**src/rtl/mem_stage_pkg.sv**
```systemverilog
// mem_stage_pkg: shared types and helpers for the MEM-stage SRAM controller.
//   state_t        - access FSM states (IDLE / ACCESS / DONE)
//   BASE_ADDR_DEF  - byte address that maps to SRAM word 0
//   CNT_W          - wait-state counter width (covers WAIT_CYCLES up to 15)
//   word_addr()    - byte address to SRAM word address translation
package mem_stage_pkg;

  typedef enum logic [1:0] {
    IDLE   = 2'd0,
    ACCESS = 2'd1,
    DONE   = 2'd2
  } state_t;

  localparam int unsigned BASE_ADDR_DEF = 1024;
  localparam int          CNT_W         = 4;

  // Rebase to the SRAM window and drop the byte offset. There is no range
  // check; the caller truncates to the SRAM address width.
  function automatic logic [31:0] word_addr(input logic [31:0] byte_addr,
                                            input logic [31:0] base);
    return (byte_addr - base) >> 2;
  endfunction

endpackage

```
**src/rtl/mem_stage_sram_ctrl_if.sv**
```systemverilog
// mem_stage_sram_ctrl_if: single-port SRAM bus between the MEM stage and the
// data memory.
//   sram_addr  - word address (ADDR_W bits)
//   sram_wdata - write data
//   sram_we    - write strobe, active-high
//   sram_oe    - output enable, active-high
//   sram_rdata - read data returned by the SRAM
// Modports: master (controller side), slave (SRAM side).
interface mem_stage_sram_ctrl_if #(
  parameter int ADDR_W = 16
) ();

  logic [ADDR_W-1:0] sram_addr;
  logic [31:0]       sram_wdata;
  logic              sram_we;
  logic              sram_oe;
  logic [31:0]       sram_rdata;

  modport master (
    output sram_addr,
    output sram_wdata,
    output sram_we,
    output sram_oe,
    input  sram_rdata
  );

  modport slave (
    input  sram_addr,
    input  sram_wdata,
    input  sram_we,
    input  sram_oe,
    output sram_rdata
  );

endinterface

```
**src/rtl/reg_pipe_4.sv**
```systemverilog
// reg_pipe_4: MEM/WB pipeline register.
//   clk, rst      - clock, synchronous active-high reset (clears everything)
//   en            - load enable (the stage ready signal)
//   *_in          - wb_en, mem_r_en, alu_res, mem_data, dest from MEM
//   *_out         - registered copies toward writeback
// While en is low the control bits are loaded with 0 so a bubble enters
// writeback; the data fields hold their last value.
module reg_pipe_4 #(
  parameter int DATA_W = 32
) (
  input  logic              clk,
  input  logic              rst,
  input  logic              en,
  input  logic              wb_en_in,
  input  logic              mem_r_en_in,
  input  logic [DATA_W-1:0] alu_res_in,
  input  logic [DATA_W-1:0] mem_data_in,
  input  logic [3:0]        dest_in,
  output logic              wb_en_out,
  output logic              mem_r_en_out,
  output logic [DATA_W-1:0] alu_res_out,
  output logic [DATA_W-1:0] mem_data_out,
  output logic [3:0]        dest_out
);

  logic              wb_en_p1;
  logic              mem_r_en_p1;
  logic [DATA_W-1:0] alu_res_p1;
  logic [DATA_W-1:0] mem_data_p1;
  logic [3:0]        dest_p1;

  // ---- MEM -> WB boundary ----
  always_ff @(posedge clk) begin
    if (rst) begin
      wb_en_p1    <= 1'b0;
      mem_r_en_p1 <= 1'b0;
      alu_res_p1  <= '0;
      mem_data_p1 <= '0;
      dest_p1     <= '0;
    end else if (en) begin
      wb_en_p1    <= wb_en_in;
      mem_r_en_p1 <= mem_r_en_in;
      alu_res_p1  <= alu_res_in;
      mem_data_p1 <= mem_data_in;
      dest_p1     <= dest_in;
    end else begin
      wb_en_p1    <= 1'b0;
      mem_r_en_p1 <= 1'b0;
    end
  end

  assign wb_en_out    = wb_en_p1;
  assign mem_r_en_out = mem_r_en_p1;
  assign alu_res_out  = alu_res_p1;
  assign mem_data_out = mem_data_p1;
  assign dest_out     = dest_p1;

endmodule

```
**src/rtl/mem_stage_sram_ctrl.sv**
```systemverilog
// mem_stage_sram_ctrl: MEM pipeline stage. Consumes the EX/MEM register,
// performs loads/stores against a single-port SRAM with WAIT_CYCLES fixed
// wait states, stalls upstream while an access is in flight and drives the
// MEM/WB register.
//
// Ports:
//   clk, rst                    - clock, synchronous active-high reset
//   wb_en_in, mem_r_en_in,
//   mem_w_en_in, alu_res_in,
//   val_rm_in, dest_in          - EX/MEM register outputs
//   ready                       - combinational; 0 freezes PC and upstream regs
//   wb_en_out, mem_r_en_out,
//   alu_res_out, mem_data_out,
//   dest_out                    - MEM/WB register outputs
//   sram                        - SRAM bus (mem_stage_sram_ctrl_if.master)
//
// Optional build macro MEM_STAGE_READ_BUF_EN: adds a one-entry last-access
// buffer (write-through). A load in IDLE whose word address matches a valid
// entry completes in the same cycle without touching the SRAM.
module mem_stage_sram_ctrl
  import mem_stage_pkg::*;
#(
  parameter int ADDR_W      = 16,
  parameter int BASE_ADDR   = BASE_ADDR_DEF,
  parameter int WAIT_CYCLES = 5
) (
  input  logic                  clk,
  input  logic                  rst,
  input  logic                  wb_en_in,
  input  logic                  mem_r_en_in,
  input  logic                  mem_w_en_in,
  input  logic [31:0]           alu_res_in,
  input  logic [31:0]           val_rm_in,
  input  logic [3:0]            dest_in,
  output logic                  ready,
  output logic                  wb_en_out,
  output logic                  mem_r_en_out,
  output logic [31:0]           alu_res_out,
  output logic [31:0]           mem_data_out,
  output logic [3:0]            dest_out,
  mem_stage_sram_ctrl_if.master sram
);

  localparam int DATA_W = 32;
  localparam logic [CNT_W-1:0] LAST_CNT = CNT_W'(WAIT_CYCLES - 1);

  state_t            state_q, state_d;
  logic [CNT_W-1:0]  cnt_q;
  logic [ADDR_W-1:0] addr_q;
  logic [31:0]       wdata_q;
  logic              is_wr_q;
  logic [31:0]       rdata_q;

  logic              req;
  logic              buf_hit;
  logic              last_beat;
  logic [ADDR_W-1:0] word_in;
  logic [31:0]       mem_data_sel;

  assign req       = mem_r_en_in | mem_w_en_in;
  assign word_in   = ADDR_W'(word_addr(alu_res_in, 32'(BASE_ADDR)));
  assign last_beat = (state_q == ACCESS) && (cnt_q == LAST_CNT);

`ifdef MEM_STAGE_READ_BUF_EN
  logic              buf_vld;
  logic [ADDR_W-1:0] buf_addr;
  logic [31:0]       buf_data;

  // A simultaneous read+write is a write, so it never counts as a hit.
  assign buf_hit = (state_q == IDLE) && mem_r_en_in && !mem_w_en_in &&
                   buf_vld && (buf_addr == word_in);
  assign mem_data_sel = buf_hit ? buf_data : rdata_q;

  // Only the valid bit is reset; address/data are qualified by it.
  always_ff @(posedge clk) begin
    if (rst) begin
      buf_vld <= 1'b0;
    end else if ((state_q == IDLE) && mem_w_en_in) begin
      buf_vld  <= 1'b1;
      buf_addr <= word_in;
      buf_data <= val_rm_in;
    end else if (last_beat && !is_wr_q) begin
      buf_vld  <= 1'b1;
      buf_addr <= addr_q;
      buf_data <= sram.sram_rdata;
    end
  end
`else
  assign buf_hit      = 1'b0;
  assign mem_data_sel = rdata_q;
`endif

  always_comb begin
    state_d = state_q;
    ready   = 1'b1;
    unique case (state_q)
      IDLE: begin
        if (req && !buf_hit) begin
          ready   = 1'b0;
          state_d = ACCESS;
        end
      end
      ACCESS: begin
        ready = 1'b0;
        if (cnt_q == LAST_CNT) state_d = DONE;
      end
      DONE:    state_d = IDLE;
      default: state_d = IDLE;
    endcase
  end

  // ---- SRAM access boundary: request latch, wait counter, read capture ----
  always_ff @(posedge clk) begin
    if (rst) begin
      state_q <= IDLE;
      cnt_q   <= '0;
      addr_q  <= '0;
      wdata_q <= '0;
      is_wr_q <= 1'b0;
      rdata_q <= '0;
    end else begin
      state_q <= state_d;
      if ((state_q == IDLE) && req && !buf_hit) begin
        addr_q  <= word_in;
        wdata_q <= val_rm_in;
        is_wr_q <= mem_w_en_in;
        cnt_q   <= '0;
      end else if (state_q == ACCESS) begin
        cnt_q <= cnt_q + 1'b1;
      end
      if (last_beat && !is_wr_q) rdata_q <= sram.sram_rdata;
    end
  end

  assign sram.sram_addr  = addr_q;
  assign sram.sram_wdata = wdata_q;
  assign sram.sram_we    = (state_q == ACCESS) && is_wr_q;
  assign sram.sram_oe    = (state_q == ACCESS) && !is_wr_q;

  reg_pipe_4 #(.DATA_W(DATA_W)) u_mem_wb (
    .clk          (clk),
    .rst          (rst),
    .en           (ready),
    .wb_en_in     (wb_en_in),
    .mem_r_en_in  (mem_r_en_in),
    .alu_res_in   (alu_res_in),
    .mem_data_in  (mem_data_sel),
    .dest_in      (dest_in),
    .wb_en_out    (wb_en_out),
    .mem_r_en_out (mem_r_en_out),
    .alu_res_out  (alu_res_out),
    .mem_data_out (mem_data_out),
    .dest_out     (dest_out)
  );

endmodule
```
**src/flat_wrapper.sv**
```systemverilog
// flat-port wrapper written by rule: the top's interface ports become plain ports
module mem_stage_sram_ctrl_flat import mem_stage_pkg::*;
#(
  parameter int ADDR_W      = 16,
  parameter int BASE_ADDR   = BASE_ADDR_DEF,
  parameter int WAIT_CYCLES = 5
)
  (clk, rst, wb_en_in, mem_r_en_in, mem_w_en_in, alu_res_in, val_rm_in, dest_in, ready, wb_en_out, mem_r_en_out, alu_res_out, mem_data_out, dest_out, sram_sram_addr, sram_sram_wdata, sram_sram_we, sram_sram_oe, sram_sram_rdata);
  mem_stage_sram_ctrl_if #(.ADDR_W(ADDR_W)) sram_i ();
  input  logic clk;
  input  logic rst;
  input  logic wb_en_in;
  input  logic mem_r_en_in;
  input  logic mem_w_en_in;
  input  logic [31:0] alu_res_in;
  input  logic [31:0] val_rm_in;
  input  logic [3:0] dest_in;
  output logic ready;
  output logic wb_en_out;
  output logic mem_r_en_out;
  output logic [31:0] alu_res_out;
  output logic [31:0] mem_data_out;
  output logic [3:0] dest_out;
  output wire logic [$bits(sram_i.sram_addr)-1:0] sram_sram_addr;
  output wire logic [$bits(sram_i.sram_wdata)-1:0] sram_sram_wdata;
  output wire logic [$bits(sram_i.sram_we)-1:0] sram_sram_we;
  output wire logic [$bits(sram_i.sram_oe)-1:0] sram_sram_oe;
  input wire logic [$bits(sram_i.sram_rdata)-1:0] sram_sram_rdata;
  assign sram_sram_addr = sram_i.sram_addr;
  assign sram_sram_wdata = sram_i.sram_wdata;
  assign sram_sram_we = sram_i.sram_we;
  assign sram_sram_oe = sram_i.sram_oe;
  assign sram_i.sram_rdata = sram_sram_rdata;
  mem_stage_sram_ctrl #(.ADDR_W(ADDR_W), .BASE_ADDR(BASE_ADDR), .WAIT_CYCLES(WAIT_CYCLES)) u_core (.clk(clk), .rst(rst), .wb_en_in(wb_en_in), .mem_r_en_in(mem_r_en_in), .mem_w_en_in(mem_w_en_in), .alu_res_in(alu_res_in), .val_rm_in(val_rm_in), .dest_in(dest_in), .ready(ready), .wb_en_out(wb_en_out), .mem_r_en_out(mem_r_en_out), .alu_res_out(alu_res_out), .mem_data_out(mem_data_out), .dest_out(dest_out), .sram(sram_i));
endmodule
```
**config.mk**
```make
export PLATFORM = sky130hd
export DESIGN_NAME = mem_stage_sram_ctrl_flat
export DESIGN_NICKNAME = d
export VERILOG_FILES = /design/src/rtl/mem_stage_pkg.sv /design/src/rtl/mem_stage_sram_ctrl_if.sv /design/src/rtl/reg_pipe_4.sv /design/src/rtl/mem_stage_sram_ctrl.sv /design/src/flat_wrapper.sv
export SDC_FILE = /design/constraint.sdc
export NUM_CORES = 1
export LEC_CHECK = 0
export ABC_CLOCK_PERIOD_IN_PS = 2200
export CAP_MARGIN = 20
export CORE_MARGIN = 8
export CORE_UTILIZATION = 43
export DETAILED_ROUTE_END_ITERATION = 16
export GPL_TIMING_DRIVEN = 0
export PLACE_DENSITY = 0.81
export SETUP_SLACK_MARGIN = 0.1
export SLEW_MARGIN = 20
export SYNTH_ARGS = -nofsm -noshare
export SYNTH_HDL_FRONTEND = slang
export SYNTH_SLANG_ARGS = --single-unit
export TNS_END_PERCENT = 5
```
**constraint.sdc**
```tcl
create_clock -name clk -period 2.2 [get_ports clk]
set_input_delay 0.44 -clock clk [delete_from_list [all_inputs] [get_ports clk]]
set_output_delay 0.44 -clock clk [all_outputs]
set_load 0.02 [all_outputs]
```
==> metrics <==
Mean Syn Cell Area=9.74 um2; All-Layer GR Usage=22.2%; syn nets=680; Initial Util=44.1%; Worst path slowest cell=clkdlybuf4s50_1; htree depth=4; via count=5512; Worst R2R Start=u_core.cnt_q[0]$_SDFFE_PP0N_; Core ar.=0.0126 mm2; Antenna Nets Post-Route=0; fin crit period=2.08 ns; most frequent cells in the layout=220 x clkdlybuf4s50_1, 155 x dfxtp_1, 81 x a21oi_1; commonest non-fill, non-tap cell in the layout=clkdlybuf4s50_1; Cells after DPL=968; Yosys top cell by area=dfxtp_1; largest net degree at the start of global routing=17; Min-Delay Path Class=reg2reg; CP arrival=1.64 ns; number of flops mapped to enable cells by yosys=0; Clock Pin Slew Worst Setup and Hold Paths=0.06 ns; sink count of the clock tree=157; vias in the first global route=5739; gpl congestion=0.821; top cell type's share of synthesized area=56.4%; ys async rst share=0%; Pins Over Slew Limit=0; post-synth design cell area=0.00557 mm2; PD cells=776 mW/mm2; worst-path cell chain=clkdlybuf4s50_1 -> nor3_2 -> or2_2 -> clkdlybuf4s15_2; Area Growth Syn to Fin=54.7%; Leak=3.12 nW; initial antenna violation count=0; Syn Inst Count=572; WP buf/inv=2; CTS root buffer=clkbuf_16; delay-heaviest family, CP=buffers and inverters; Area after DPL=0.00803 mm2; drt first pass iters=6; Nets=923; HPWL after DPL=14400 um; Synth warnings=0; Tcrit/Tclk final=94.4%; Final Hold Viols=0; first-pass GRT wire length=29400 um; Data required, critical path=1.76 ns; Layout Cells excl Fill=1000; crit-path max FO=4; Iter 0 DRT Violations=447; die area=0.0168 mm2; Area contributors post-synth=dfxtp_1 56%, a22o_1 11%, a21oi_1 7.3%; gr ovfl total=0; fmax=482 MHz; Worst path max stage delay=0.47 ns; chip width=130 um; worst min-delay path startpoint=u_core.mem_data_sel[0]$_SDFFE_PP0P_; crit path capture type=output port; insertion delay to the later sink of the worst-skew pair=0.42 ns; Remaining DRCs=0; # hold bufs at CTS=0; share of cells above drive strength 1=8.09%; Finished Cell Area=0.00862 mm2; WL met3=1980 um; Top-Level Pins=226; top routing layer in use=met4; setup TNS=0 ns; top_reg_cell synth=dfxtp_1; vias per inst=5.51; register bit total from synthesis=157; Max Cap Viol=0; start point of the critical path=mem_w_en_in; VDD IR-drop max=0.000502 V; Num CTS Buffers=17; WL final=18900 um; Setup CP Type=in2out; post-synth cell types=34; Ant. Diodes=0; skew final=0.00908 ns; post-DR wirelength/cell=18.9 um; met2 wire length=9280 um; Seq/Total Area, Yosys=56.4%; normalized max-slew margin=62.9%; post-CTS setup buffer count=0; pin slew with the least headroom to its limit=0.554 ns; status=completed; endpoints failing setup=0; CTS Buffer Depth=2; Metal-1 WL=7290 um; RSZ-0062 raised after global routing=yes; port bufs=224; CTS tree=yes; row cnt=41; critical path launch point type=primary input; die height=130 um
[final cells by class]
class,instances,area [um2]
Tap cell,172,215
Timing Repair Buffer,224,2240
Fill cell,1010,4000
Buffer,59,275
Multi-Input combinational cell,350,2140
Clock buffer,17,425
Clock inverter,15,146
Inverter,6,25.0
Sequential cell,157,3150
[report_power, final]
| group | leakage (nW) | switching (mW) | internal (mW) |
|---|---|---|---|
| Sequential | 1.28 | 0.0501 | 2.94 |
| Clock | 0.278 | 1.24 | 1.60 |
| Combinational | 1.57 | 0.445 | 0.422 |
[final timing paths]
check / to / slack (ns) / cells past startpoint
hold reg to reg: u_core.u_mem_wb.mem_data_out[0]$_SDFFE_PP0P_ / 0.46 / 1
hold / removal: u_core.u_mem_wb.mem_data_out[0]$_SDFFE_PP0P_ / 0.46 / 1
setup reg to reg: u_core.mem_data_sel[20]$_SDFFE_PP0P_ / 0.42 / 7
setup / recovery: ready / 0.12 / 4
[worst reg2reg max path, delay by kind of cell, from the launching register on]
| family | cells | cell delay (ns) |
|---|---|---|
| buffers and inverters | 3 | 0.73 |
| and+or+nand+nor | 2 | 0.31 |
| adders and majority gates | 1 | 0.17 |
| DFF | 1 | 0.33 |
| AOI/OAI and AO/OA | 1 | 0.17 |
[state kept, by name, summed over array words and instances (netlist names), 2 cells and up]
| name | flops |
|---|---|
| u_core.u_mem_wb.alu_res_out | 32 |
| u_core.sram.sram_addr | 16 |
| u_core.state_q | 2 |
| u_core.mem_data_sel | 32 |
| u_core.u_mem_wb.mem_data_out | 32 |
| u_core.u_mem_wb.dest_out | 4 |
| u_core.sram.sram_wdata | 32 |
| u_core.cnt_q | 4 |
[kinds of logic (layout without fill, tap and decap cells)]
family,after synthesis,in the layout,synth area share [%]
mux,1,1,0.180
fa+ha+maj,3,3,0.674
buf+inv,65,321,5.21
flops,157,157,56.4
compound gates,238,238,26.9
xor+xnor,3,3,0.472
simple gates,105,105,10.2
[Yosys cell counts (3+ instances only)]
cell type / instances
dfxtp_1: 157
a21oi_1: 81
o21ai_0: 78
nand3_1: 74
a22o_1: 67
clkbuf_1: 42
buf_2: 13
inv_1: 5
nor3_1: 5
or3_1: 5
buf_6: 4
nor2_1: 4
or2_2: 4
a211oi_1: 3
a311oi_1: 3
ha_1: 3
nand2b_1: 3
[stage by stage]
step                      setup WS, ns  total power, mW  hold WS, ns  utilization (%)
after detailed placement        -0.330             3.91        0.446             63.6
after global routing            0.0679             6.94        0.478             68.3
final                            0.124             6.69        0.460             68.3
after floorplan                  0.465             3.42        0.436                -
after CTS                       0.0864             6.74        0.462             68.3
after global placement          -0.300             3.88        0.442             63.6
[repair_timing]
item                       4_1_cts  5_1_grt
setup endpoints to repair        3        3
gates resized for setup         18        1
pin swaps                        1        0
[layer usage]
| metal | track usage [%] | vias up |
|---|---|---|
| met5 | 0 | - |
| met4 | 7.04 | 0 |
| met3 | 9.75 | 30 |
| met2 | 39.5 | 243 |
| met1 | 23.1 | 2650 |
| li1 | - | 2589 |
No activity file was read; power rests on OpenSTA's default activity.
